[config.mk]
export PLATFORM = sky130hd
export DESIGN_NAME = countdown_timer
export DESIGN_NICKNAME = d
export VERILOG_FILES = /design/src/rtl/countdown_timer_pkg.sv /design/src/rtl/countdown_timer.sv
export SDC_FILE = /design/constraint.sdc
export NUM_CORES = 1
export LEC_CHECK = 0
export ABC_AREA = 1
export BUFFER_PORTS_ARGS = -buffer_cell sky130_fd_sc_hd__buf_2
export CORE_MARGIN = 4
export CORE_UTILIZATION = 56
export DETAILED_ROUTE_END_ITERATION = 6
export PLACE_DENSITY_LB_ADDON = 0.15
export SLEW_MARGIN = 20
export SYNTH_ARGS = -nofsm -noshare
export SYNTH_HDL_FRONTEND = slang
export SYNTH_SLANG_ARGS = --single-unit
export TNS_END_PERCENT = 20
[constraint.sdc]
create_clock -name Clk_i -period 2.5 [get_ports Clk_i]
set_input_delay 0 -clock Clk_i [delete_from_list [all_inputs] [get_ports Clk_i]]
set_output_delay 0 -clock Clk_i [all_outputs]
set_load 0.1 [all_outputs]
[src/rtl/countdown_timer_pkg.sv]
// countdown_timer_pkg: shared state encoding, default constants and load clamp helper
package countdown_timer_pkg;
   typedef enum logic [1:0] {IDLE, RUN, HOLD} state_t;
   localparam int unsigned DEF_WIDTH = 32;
   localparam longint unsigned DEF_INIT = 64;
   localparam longint unsigned DEF_END = 8;
   function automatic logic [63:0] clamp(input logic [63:0] value, input logic [63:0] lo, input logic [63:0] hi);
      return (value < lo) ? lo : (value > hi) ? hi : value;
   endfunction
endpackage

[src/rtl/countdown_timer.sv]
// countdown_timer: loadable down-counter from a start value to EndVal with start/stop and optional auto-reload
module countdown_timer
   import countdown_timer_pkg::*;
#(
   parameter int unsigned     Width      = DEF_WIDTH,
   parameter longint unsigned InitVal    = DEF_INIT,
   parameter longint unsigned EndVal     = DEF_END,
   parameter bit              AutoReload = 1'b0
) (
   input  logic             Clk_i,
   input  logic             Reset_i,
   input  logic             Start_i,
   input  logic             Stop_i,
   input  logic             LoadValid_i,
   input  logic [Width-1:0] LoadData_i,
   output logic             LoadReady_o,
   output logic [Width-1:0] Data_o,
   output logic             Busy_o,
   output logic             Done_o
);
   localparam logic [Width-1:0] LP_INIT = Width'(InitVal);
   localparam logic [Width-1:0] LP_END  = Width'(EndVal);
   if (!(EndVal < InitVal && (Width >= 64 || InitVal < (64'd1 << Width)))) begin : g_bad_params
      $error("countdown_timer: need EndVal < InitVal < 2**Width");
   end
   state_t           r_state;
   logic [Width-1:0] r_data;
   logic [Width-1:0] r_reload;
   logic             r_done;
   logic [Width-1:0] w_load;
   logic [Width-1:0] w_next;
   logic             w_hit;
   assign w_load = Width'(clamp(64'(LoadData_i), 64'(EndVal), 64'(InitVal)));
   // only reached at EndVal with auto-reload, since without it RUN exits to HOLD first
   assign w_next = (r_data == LP_END) ? r_reload : r_data - Width'(1);
   assign w_hit = (w_next == LP_END);
   assign LoadReady_o = (r_state != RUN);
   assign Busy_o = (r_state == RUN);
   assign Data_o = r_data;
   assign Done_o = r_done;
   always_ff @(posedge Clk_i) begin
      if (Reset_i) begin
         r_state  <= IDLE;
         r_data   <= LP_INIT;
         r_reload <= LP_INIT;
         r_done   <= 1'b0;
      end else if (LoadValid_i && r_state != RUN) begin
         r_state  <= IDLE;
         r_data   <= w_load;
         r_reload <= w_load;
         r_done   <= 1'b0;
      end else begin
         case (r_state)
            IDLE: begin
               r_done <= Start_i && (r_data <= LP_END);
               if (Start_i) r_state <= (r_data > LP_END) ? RUN : HOLD;
            end
            RUN: begin
               if (Stop_i) begin
                  r_state <= IDLE;
                  r_done  <= 1'b0;
               end else begin
                  r_data <= w_next;
                  r_done <= w_hit;
                  if (w_hit && !AutoReload) r_state <= HOLD;
               end
            end
            default: r_done <= 1'b0;
         endcase
      end
   end
endmodule

Word-level counts from Yosys, hierarchy flattened
Index checks and enable logic that the tools add are counted.

storage, ports and cells
  register bits after elaboration = 67
  output and inout port bits = 35

operators by class
  add/subtract/negate cells = 1
  order comparisons = 4
  equal/unequal tests = 7
  multiplexer cells = 13
  reductions and logical operators = 8

operator list
  cell                                                                                number
  32-bit two-way mux                                                                  6
  32-bit by 4-bit == test with 1-bit output (second input constant)                   2
  32-bit by 4-bit greater-than comparator with 1-bit output (second input constant)   1
  32-bit by 7-bit greater-than comparator with 1-bit output (second input constant)   1
  32-bit by 4-bit less-or-equal comparator with 1-bit output (second input constant)  1
  32-bit by 4-bit less-than comparator with 1-bit output (second input constant)      1
  32-bit by 1-bit subtractor with 32-bit output (second input constant)               1
  2-bit two-way mux                                                                   4
  2-bit by 1-bit != test with 1-bit output (second input constant)                    2
  2-bit case mux with 2 select lines                                                  1
  2-bit nonzero test                                                                  2
  3-bit by 2-bit != test with 1-bit output (second input constant)                    1
  3-bit AND reduction                                                                 1
  2-bit by 1-bit == test with 1-bit output (second input constant)                    1
  1-bit logical AND                                                                   2
  2-bit zero test                                                                     1
  2-bit != test (second input constant)                                               1
  1-bit case mux with 2 select lines                                                  1
  2-bit AND reduction                                                                 1
  2-bit OR reduction                                                                  1
  1-bit two-way mux                                                                   1

Longest topological paths before layout
  word-level depth = 6
  gate-level depth with buffers = 18
  mapped depth without buffers = 18

Least setup slack after synthesis
Ideal clock, no wire load.

  path kind = reg2reg
  start point = reg r_state[0]
  end point = reg r_data[4], in the netlist Data_o[4]
  setup time = 0.118 ns
  arrival time = 3.889 ns
  data required time = 2.382 ns
  slack = -1.508 ns
  cell stages (with the launch flop) = 11
  clock period less this slack = 4.008 ns
  cells stage by stage = dfxtp_1 -> inv_1 -> nor2_1 -> inv_1 -> nor2_1 -> inv_1 -> nand2_1 -> clkbuf_1 -> nand3_1 -> o211ai_1 -> inv_1

between the ends
  elaborated cells on any way between the ends = 7
  classes of those cells = eq/ne: 3; mux: 1; reduce/logical: 3

RTL lines
  item                                      RTL line               text
  from (decl)                               countdown_timer.sv:26  state_t r_state;
  from (signal assigned)                    countdown_timer.sv:56  if (Start_i) r_state <= (r_data > LP_END) ? RUN : HOLD;
  2-bit by 1-bit == test with 1-bit output  -
  net Busy_o                                countdown_timer.sv:18  output logic Busy_o,
  2-bit nonzero test (no line)              -
  2-bit AND reduction (no line)             -
  to (signal assigned)                      countdown_timer.sv:49  r_data <= w_load;
  to (signal assigned)                      countdown_timer.sv:63  r_data <= w_next;
  to (decl)                                 countdown_timer.sv:27  logic [Width-1:0] r_data;

The timed path passes the listed nets, and every way through them passes these cells.
A chain may end at the register's enable or synchronous reset.

Worst setup path in the final report
  start point = reg r_data[8], in the netlist Data_o[8]
  end point = reg r_state[0]

between the ends
  cells in the longest elaborated chain, start to end = 5
  elaborated cells on any way between the ends = 10
  classes of those cells = add/sub: 1; order compare: 1; eq/ne: 3; mux: 4; reduce/logical: 1

RTL lines
  item                                                                                                        RTL line               text
  32-bit by 1-bit subtractor with 32-bit output or 32-bit by 4-bit == test with 1-bit output (tied branches)  countdown_timer.sv:35  assign w_next = (r_data == LP_END) ? r_reload : r_data - Width'(1);
  32-bit two-way mux                                                                                          countdown_timer.sv:35
  32-bit by 4-bit == test with 1-bit output                                                                   countdown_timer.sv:36  assign w_hit = (w_next == LP_END);
  3-bit by 2-bit != test with 1-bit output (no line)                                                          -
  3-bit AND reduction (no line)                                                                               -

Several ways; a longest one is shown, not always the timed one. The select of a mux whose other input is x is not followed.

==> results.md <==
Run status:
- The flow ran to the end, and the final reports show no timing, DRC or antenna violations.

Route:
- The routed layout has ~4600 vias.
- The first routing iteration left about 460 violations.
- In this run the remaining antenna-violating nets after routing total 0.
- The average vias per placed instance is around 5.6.
- After detailed routing, the average wire length per cell comes to ~15 um.
- The total wire length is approximately 13000 um.
- The count of TritonRoute iterations in the first routing pass is 7.
- For this run, design rule violations remaining after detail routing come to 0.

Logic synthesis:
- The cell area after technology mapping is roughly 0.0040 mm2.
- The total nets after synthesis is approximately 680.
- During synthesis, Yosys emitted a total of 0 warnings.
- Counting distinct cell types in the post-synthesis netlist gives 34.
- The register bit count reported by yosys is between 60 and 70.
- Of the post-synthesis cell area, the dominant cell type holds 0.337.
- Synthesis handed over a netlist of roughly 650 instances.
- A synthesized cell averages 6.18 um2.
- By area the synthesized netlist is led by sky130_fd_sc_hd__dfxtp_1 (34%), sky130_fd_sc_hd__nand2_1 (17%), sky130_fd_sc_hd__nor2_1 (11%).
- The biggest area contributor in the post-synthesis netlist is sky130_fd_sc_hd__dfxtp_1.
- For this run, the register share of the synthesized area comes to 0.337.

GRT:
- The layer flagged by global routing as most heavily used is met2.
- The wire length of the first global-routing pass is approximately 21000 um.
- For this run, global-route usage on met2 was measured as 0.459.
- Entering global routing, the biggest net connects 32 pins.
- For this run, global-route usage on met3 was measured as 0.0617.
- The via count of the first global-routing pass came to approximately 4300.
- The met1 capacity usage during global routing is 0.428.
- The number of antenna violations at the first check in global routing came to 0.
- Summed over all layers, the global routing overflow is 0.
- The global routing usage summed across all routing layers is 0.301.

Critical path:
- The worst setup path is captured at a flip-flop.
- Walking the worst path, the cells encountered are nor2_4, nand2_1, nor2_1, nand2_2, o21ai_0, nand3_1, nor2_1, nand2_1, nor2_1, nand3_1, nand2_1, nand3_1, nand2_1, nor2_1.
- For this design, the slowest cell found on the critical path is sky130_fd_sc_hd__dfxtp_1.
- Along the worst path, the maximum fanout reaches 5.
- The largest stage delay on the critical path is about 0.38 ns.
- The worst setup path is of the reg2reg kind.
- The worst register-to-register path has a setup slack of ~0.16 ns.
- The data required time at the worst endpoint is ~2.8 ns.
- The category of the worst setup path launch point is a flip-flop.
- The arrival time of data at the critical path endpoint is 2.59 ns.

Clock tree:
- The clock passes through at most 2 buffers.
- The CTS buffer count is 9.
- For the worst-skew pair, the clock arrives at the later sink with an insertion delay of between 0.3 and 0.4 ns.
- The TritonCTS clock tree is yes.
- The number of levels in the clock H-tree is 3.
- After clock tree synthesis, the clock-pin slew on the worst setup and hold paths is 0.08 ns.
- The tree is rooted in a sky130_fd_sc_hd__clkbuf_8.
- The number of sinks handled by clock tree synthesis is 67.
- Post-CTS timing repair inserted 0 buffers for setup.

Finish:
- The post-layout net count is 764.
- The area growth from synthesis to layout is 22.8%.
- Summing all flip-flop and latch instances after layout gives about 0.0013 mm2.
- The count of inserted antenna diode cells is 0.
- Leaving out fill and tap cells, the most frequent cells in the layout are sky130_fd_sc_hd__nand2_1 (175), sky130_fd_sc_hd__nor2_1 (110), sky130_fd_sc_hd__buf_2 (71).
- The final-layout fill cell count is between 600 and 700.
- The multi-input combinational cells in the finished layout cover a total of about 0.0025 mm2.
- Of the cells placed in the final design, the portion with a size suffix greater than 1 is 0.214.
- The number of standard cells in the layout, taps in and fillers out is between 800 and 900.
- The most common cell after layout, fill and taps aside is sky130_fd_sc_hd__nand2_1.

STA:
- The share of the clock period used by the worst path after layout is 0.936.
- Hold timing on the final database bottoms out at a slack of just under 0.006 ns.
- Setup violations remaining at the end of the flow were counted as 0.
- Subtracting the final worst setup slack from the clock period gives roughly 2.3 ns.
- Derived from the worst setup path, the maximum achievable clock frequency is roughly 430 MHz.
- At the pin with the least slew margin, the transition time is approximately 0.57 ns.
- The final hold violation count is 0.
- The max-slew violation count is 0.
- The maximum clock skew at final layout is 0.0117 ns.
- The total negative setup slack is 0 ns.
- The max-slew headroom at the worst pin is 0.618.

Power:
- The power density relative to cell area is between 600 and 700 mW/mm2.
- Summed over all cells, the static leakage comes to roughly 2.3 nW.
- The peak supply drop is 422 uV.

Place:
- The congestion estimate from routability-driven global placement came to roughly 1.1.
- During placement, the flow inserted port buffers numbering 71.
- The detailed placer's ending HPWL is just over 9000 um.
- The number of placed instances, taps included, is slightly above 800.

Floorplan:
- The die area is ~0.0085 mm2.
- The initial utilization of the core area, before any placement, comes to 0.580.
- The number of core rows is 30.
- During I/O placement, the number of pins put on the boundary was 72.
- From bottom edge to top edge, the die measures approximately 92 um.
- Measured along the x axis, the die boundary spans ~92 um.
- The floorplan step defined a core boundary enclosing just under 0.007 mm2.

Run:
- Max-cap violations in this run came to 0.

Min path:
- The path category of the worst min-delay check is in2reg.
-- per-layer routing --
| metal | routed length (um) | part of all wire | up-vias |
|---|---|---|---|
| li1 | - | - | 2270 |
| met1 | 5700 | 0.45 | 2102 |
| met2 | 5520 | 0.43 | 236 |
| met3 | 1230 | 0.096 | 28 |
| met4 | 284 | 0.022 | 0 |
| met5 | 0 | 0 | - |
-- registers in the layout (all words and copies together), names as in the netlist --
name      cells
Data_o       32
Done_o        1
r_reload     32
r_state       2
-- per-stage QoR --
stage / setup WS, ns / utilization / total power (W) / area (um2)
6_report: 0.159 / 0.712 / 0.00341 / 4890
5_1_grt: -0.0269 / 0.712 / 0.00357 / 4890
4_1_cts: 0.0187 / 0.700 / 0.00334 / 4810
3_5_place_dp: 0.0324 / 0.665 / 0.00244 / 4570
3_3_place_gp: 0.0373 / 0.665 / 0.00243 / 4570
2_1_floorplan: -0.0824 / - / 0.00218 / 4120
-- kinds of logic (layout without fill, tap and decap cells) --
kind of cell	count (synthesis)	count (layout)	share of synthesized area
xor gates and xnor gates	5	5	0.0110
AOI/OAI and AO/OA	92	92	0.137
adders and majority gates	2	2	0.00628
and+or+nand+nor	393	394	0.422
DFF	67	67	0.337
buffers and inverters	86	170	0.0867
-- power by group --
group | leakage (nW) | switching (W) | total [W] | internal, W
clock network | 0.0962 | 0.000458 | 0.000924 | 0.000467
registers | 0.547 | 0.0000734 | 0.00119 | 0.00112
logic | 1.63 | 0.000974 | 0.00129 | 0.000318
total | 2.27 | 0.00151 | 0.00341 | 0.00190
-- cell usage after synthesis --
cell	n
sky130_fd_sc_hd__nand2_1	179
sky130_fd_sc_hd__nor2_1	120
sky130_fd_sc_hd__dfxtp_1	67
sky130_fd_sc_hd__inv_1	63
sky130_fd_sc_hd__nand3_1	47
sky130_fd_sc_hd__o21ai_0	43
sky130_fd_sc_hd__a211oi_1	24
sky130_fd_sc_hd__clkbuf_1	15
sky130_fd_sc_hd__a21oi_1	10
sky130_fd_sc_hd__nand4_1	10
sky130_fd_sc_hd__nor4_1	9
sky130_fd_sc_hd__nor2_2	8
sky130_fd_sc_hd__nor3_1	5
sky130_fd_sc_hd__o211ai_1	5
sky130_fd_sc_hd__o22ai_1	5
sky130_fd_sc_hd__a31oi_1	4
sky130_fd_sc_hd__nand2_2	4
sky130_fd_sc_hd__xor2_1	3
sky130_fd_sc_hd__and2_1	2
sky130_fd_sc_hd__buf_4	2
sky130_fd_sc_hd__buf_6	2
sky130_fd_sc_hd__clkinv_1	2
sky130_fd_sc_hd__ha_1	2
sky130_fd_sc_hd__nand3b_1	2
sky130_fd_sc_hd__nor2_4	2
sky130_fd_sc_hd__xnor2_1	2
sky130_fd_sc_hd__and3_1	1
sky130_fd_sc_hd__buf_1	1
sky130_fd_sc_hd__inv_2	1
sky130_fd_sc_hd__nand2_4	1
sky130_fd_sc_hd__nand3_2	1
sky130_fd_sc_hd__nor2_8	1
sky130_fd_sc_hd__nor4b_1	1
sky130_fd_sc_hd__o21bai_1	1
-- critical path, delay by kind of cell (launching register included) --
kind             cells  cell delay, ns
AO/OA/AOI/OAI        1            0.20
flip-flops           1            0.38
AND/OR/NAND/NOR     13            1.64
-- worst paths after layout --
| kind | from | end | cells after the start |
|---|---|---|---|
| max | Data_o[8] | r_state[0] | 14 |
| min | Reset_i | r_reload[14] | 2 |
| max reg2reg | Data_o[8] | r_state[0] | 14 |
| min reg2reg | r_reload[17] | r_reload[17] | 2 |
-- layout make-up --
type,instances,area share
Tap cell,96,0.0246
Inverter,66,0.0524
Clock buffer,9,0.0253
Timing Repair Buffer,88,0.103
Sequential cell,67,0.275
Clock inverter,7,0.0156
Multi-Input combinational cell,493,0.504
-- repair_timing --
| action | 4_1_cts | 5_1_grt |
|---|---|---|
| resized for setup | 0 | 20 |
| setup endpoints to repair | 0 | 3 |
| hold buffers | 4 | 0 |
| hold endpoints to repair | 6 | 0 |
No activity file was read; power rests on OpenSTA's default activity.
